### config.mk
export PLATFORM = sky130hd
export DESIGN_NAME = interrupt_controller
export DESIGN_NICKNAME = d
export VERILOG_FILES = /design/src/rtl/interrupt_controller.sv
export SDC_FILE = /design/constraint.sdc
export NUM_CORES = 1
export LEC_CHECK = 0
export CAP_MARGIN = 20
export CORE_MARGIN = 1
export CORE_UTILIZATION = 34
export DETAILED_ROUTE_END_ITERATION = 7
export PLACE_DENSITY = 0.86
export SYNTH_ARGS = -nofsm -noshare
export SYNTH_HDL_FRONTEND = slang
export SYNTH_SLANG_ARGS = --single-unit
### constraint.sdc
create_clock -name clk_i -period 4.3 [get_ports clk_i]
set_clock_uncertainty 0.15 [all_clocks]
set_input_delay 0.43 -clock clk_i [delete_from_list [all_inputs] [get_ports clk_i]]
set_output_delay 0.43 -clock clk_i [all_outputs]
set_load 0.01 [all_outputs]
### src/rtl/interrupt_controller.sv
// Prioritising interrupt/exception arbiter feeding the trap logic of csr_controller.
// Lowest-index enabled request wins; tracks the active handler and acknowledges the device on mret.
module interrupt_controller #(
    parameter int          IRQ_NUM    = 16,
    parameter logic [31:0] CAUSE_BASE = 32'h8000_0010
) (
    input  logic               clk_i,
    input  logic               rst_i,
    input  logic               exception_i,
    input  logic               mret_i,
    input  logic [IRQ_NUM-1:0] mie_i,
    input  logic [IRQ_NUM-1:0] irq_req_i,
    output logic               irq_o,
    output logic [31:0]        irq_cause_o,
    output logic [IRQ_NUM-1:0] irq_ret_o,
    output logic               busy_o
);

    localparam int IDX_W = (IRQ_NUM > 1) ? $clog2(IRQ_NUM) : 1;

    localparam logic [1:0] IDLE       = 2'd0;
    localparam logic [1:0] IRQ_SVC    = 2'd1;
    localparam logic [1:0] EXC_SVC    = 2'd2;
    localparam logic [1:0] EXC_IN_IRQ = 2'd3;

    logic [1:0]         state_q, state_d;
    logic [IDX_W-1:0]   idx_q, idx_d, sel;
    logic [IRQ_NUM-1:0] pend;
    logic               take, ack;

    assign pend = irq_req_i & mie_i;

    // Scan from the top so the lowest set index is the last one written.
    always_comb begin
        sel = '0;
        for (int i = IRQ_NUM - 1; i >= 0; i--) begin
            if (pend[i]) begin
                sel = IDX_W'(i);
            end
        end
    end

    // Gating with rst_i keeps the combinational outputs quiet during reset.
    assign take = (state_q == IDLE) & ~exception_i & (|pend) & ~rst_i;
    assign ack  = (state_q == IRQ_SVC) & mret_i & ~exception_i & ~rst_i;

    assign irq_o       = take;
    assign irq_cause_o = take ? (CAUSE_BASE + {{(32-IDX_W){1'b0}}, sel}) : 32'd0;
    assign irq_ret_o   = ack ? (IRQ_NUM'(1) << idx_q) : '0;
    assign busy_o      = (state_q != IDLE);

    always_comb begin
        state_d = state_q;
        idx_d   = idx_q;
        if (exception_i) begin
            case (state_q)
                IDLE:    state_d = EXC_SVC;
                IRQ_SVC: state_d = EXC_IN_IRQ;
                default: state_d = state_q;
            endcase
        end else if (take) begin
            state_d = IRQ_SVC;
            idx_d   = sel;
        end else if (mret_i) begin
            case (state_q)
                IRQ_SVC:    state_d = IDLE;
                EXC_SVC:    state_d = IDLE;
                EXC_IN_IRQ: state_d = IRQ_SVC;
                default:    state_d = state_q;
            endcase
        end
    end

    always_ff @(posedge clk_i or posedge rst_i) begin
        if (rst_i) begin
            state_q <= IDLE;
            idx_q   <= '0;
        end else begin
            state_q <= state_d;
            idx_q   <= idx_d;
        end
    end

endmodule

==> results.py <==
metrics = {
    "flow_run": {
        "maxCapViolations": 0,
    },
    "worst_setup_path": {
        "crit_fanout": 10,
        "cp-end-kind": "output port",
        "cp_top_family": "buffers and inverters",
        "arrival_ps": 2340,
        "crit_chain": "clkdlybuf4s50_1, nor2_2, nand2_1, o21bai_4, a2111oi_4, clkdlybuf4s50_1",
        "slowest_delay_ps": 590,
        "criticalPathCategory": "in2out",
        "cp_num_buf_inv": 2,
        "cpMaxStageDelayCell": "clkdlybuf4s50_1",
        "critPathRequiredTime_ps": 3720,
        "cp_common_cell": "clkdlybuf4s50_1",
        "crit_path_start_kind": "input port",
    },
    "route": {
        "wl_per_cell_um": 10.9,
        "vias": 1033,
        "via_per_inst": 4.72,
        "drc_errors": 0,
        "drtIter0Drc": 29,
        "antenna_left": 0,
        "drtPass1Iterations": 4,
        "wl_um": 2390,
    },
    "global_route": {
        "grt_pass1_wl_um": 3880,
        "grt-ovfl-total": 0,
        "track_usage": 0.153,
        "grt_pass1_vias": 905,
        "antenna_found_initial": 0,
        "grt_max_degree": 11,
    },
    "synthesis": {
        "async_reset_ff_frac": 1.00,
        "netlist_area_um2": 988,
        "synthCells": 130,
        "ys_types": 33,
        "synth_flop_cell": "dfrtp_1",
        "ys_seq_area_frac": 0.152,
        "syn_avg_cell_area_um2": 7.60,
        "synth-edff-count": 0,
        "synth_most_common_cell": "buf_4",
        "synthTopCellsByArea": "buf_4 21%, dfrtp_1 15%, nand2_1 7.2%",
        "ys_ff_latch": 6,
        "ys_top_cells_by_count": "28 x buf_4, 19 x nand2_1, 14 x nor2_1",
        "synth_largest_area_cell": "buf_4",
        "yosys_warnings": 0,
        "yosys.area.top_type_share": 0.213,
    },
    "timing": {
        "max_freq_mhz": 343,
        "rsz0062_at_grt": "false",
        "drv_slew": 0,
        "setup_violations": 0,
        "report.final.hold_viol_count": 0,
        "period_share": 0.679,
        "final.setup.tns_ps": 0,
        "period_needed_ps": 2920,
    },
    "clock_network": {
        "root_buffer": "clkbuf_4",
        "hold_buffers": 0,
        "cts_setup_buffers": 0,
        "clk_pin_slew_ps": 50,
        "clock_sinks": 6,
        "cts_tree": "built",
        "cts_buffers": 3,
        "clock_latency_ps": 240,
        "cts_max_level": 1,
        "clockBufferDepth": 2,
        "cts-resized-gates": 0,
    },
    "pwr": {
        "p_sw_frac": 0.421,
        "power_frac_seq": 0.317,
        "power_density_mw_per_mm2": 245,
        "p_int_mw": 0.216,
        "power_leakage_nw": 0.666,
        "p_switching_mw": 0.157,
        "p_clk_frac": 0.142,
        "combPwrFrac": 0.540,
        "irDropWorstVdd_v": 0.000304,
    },
    "floorplanning": {
        "die_h_um": 55.9,
        "start_util": 0.358,
        "fp-row-count": 19,
        "ios": 86,
        "die_width_um": 55.9,
        "coreArea_mm2": 0.00276,
        "die-area_mm2": 0.00313,
    },
    "cells_and_area": {
        "final_util": 0.551,
        "final_nets": 229,
        "antenna_cells": 0,
        "drive_gt1_frac": 0.0798,
        "num-fill-cells": 260,
        "final_cell_area_mm2": 0.00152,
        "area_delta_synth_final_pct": 53.8,
        "fin_cells": 219,
    },
    "place": {
        "dp.cells": 216,
        "place.gp.congestion": 0.766,
        "dpl_cell_area_mm2": 0.00150,
        "dp_hpwl_um": 2040,
        "port-buffer-count": 59,
    },
    "status": {
        "outcome": "finished, final reports clean",
    },
    "min_path": {
        "hp-class": "in2async",
    },
}
==> flip-flops by register name, indices dropped and copies added (netlist names) <==
| register | cells |
|---|---|
| idx_q | 4 |
| state_q | 2 |
==> per-stage QoR <==
stage / hold slack (ps) / total power, mW / setup slack, ps
6_report: 329 / 0.373 / 1380
5_1_grt: 347 / 0.407 / 1290
4_1_cts: 330 / 0.377 / 1370
3_5_place_dp: 399 / 0.320 / 1380
3_3_place_gp: 385 / 0.316 / 1400
2_1_floorplan: 71.0 / 0.254 / 2320
==> cells in the final DEF (no fill, tap or decap), types with 3 or more instances in the layout <==
| cell | count |
|---|---|
| conb_1 | 26 |
| clkbuf_4 | 3 |
| clkdlybuf4s50_1 | 59 |
| inv_1 | 7 |
| dfrtp_1 | 6 |
| a21o_1 | 4 |
| nand2_1 | 19 |
| nand2b_1 | 3 |
| ha_1 | 3 |
| a22oi_2 | 4 |
| a31oi_1 | 4 |
| nor2_1 | 14 |
| nand3_1 | 3 |
| nor3_1 | 4 |
| a21oi_1 | 4 |
==> path summary, 6_finish.rpt <==
kind / startpoint / end / slack [ps] / cells after the start
worst min register to register: idx_q[3]$_DFFE_PP0P_ / idx_q[3]$_DFFE_PP0P_ / 400 / 1
worst min-delay path: rst_i / idx_q[2]$_DFFE_PP0P_ / 330 / 2
worst max register to register: state_q[0]$_DFFE_PP0P_ / idx_q[0]$_DFFE_PP0P_ / 2600 / 6
max in group asynchronous: rst_i / idx_q[3]$_DFFE_PP0P_ / 3470 / 2
worst max-delay path: exception_i / irq_cause_o[0] / 1380 / 6
min in group clk_i: idx_q[3]$_DFFE_PP0P_ / idx_q[3]$_DFFE_PP0P_ / 400 / 1
==> layer usage <==
layer | wire length, um | GRT usage | vias to the layer above
met5 | 0 | 0 | -
met1 | 971 | 0.176 | 465
li1 | - | - | 527
met2 | 1240 | 0.287 | 41
met4 | 0 | 0.0105 | 0
met3 | 170 | 0.0488 | 0
==> final cells by class <==
type / count / area, um2 / area share
well taps: 31 / 38.8 / 0.0255
flip-flops and latches: 6 / 150 / 0.0988
clock buffers: 3 / 22.5 / 0.0148
repair buffers: 59 / 591 / 0.388
inverters: 7 / 26.3 / 0.0173
multi-input cells: 113 / 692 / 0.455
==> logic make-up after synthesis <==
| family | share of synthesized area |
|---|---|
| AOI/OAI and AO/OA | 0.309 |
| adders and majority gates | 0.0380 |
| buffers and inverters | 0.243 |
| DFF | 0.152 |
| other | 0.00379 |
| and+or+nand+nor | 0.254 |
==> power groups by stage <==
stage,Combinational [mW],Clock [mW],Sequential [mW]
after CTS,0.203,0.0562,0.118
after global routing,0.224,0.0609,0.123
after global placement,0.198,0,0.117
after floorplan,0.150,0,0.104
final,0.201,0.0531,0.118
after detailed placement,0.201,0,0.119
Note: power is estimated with default switching activity, not from simulation.
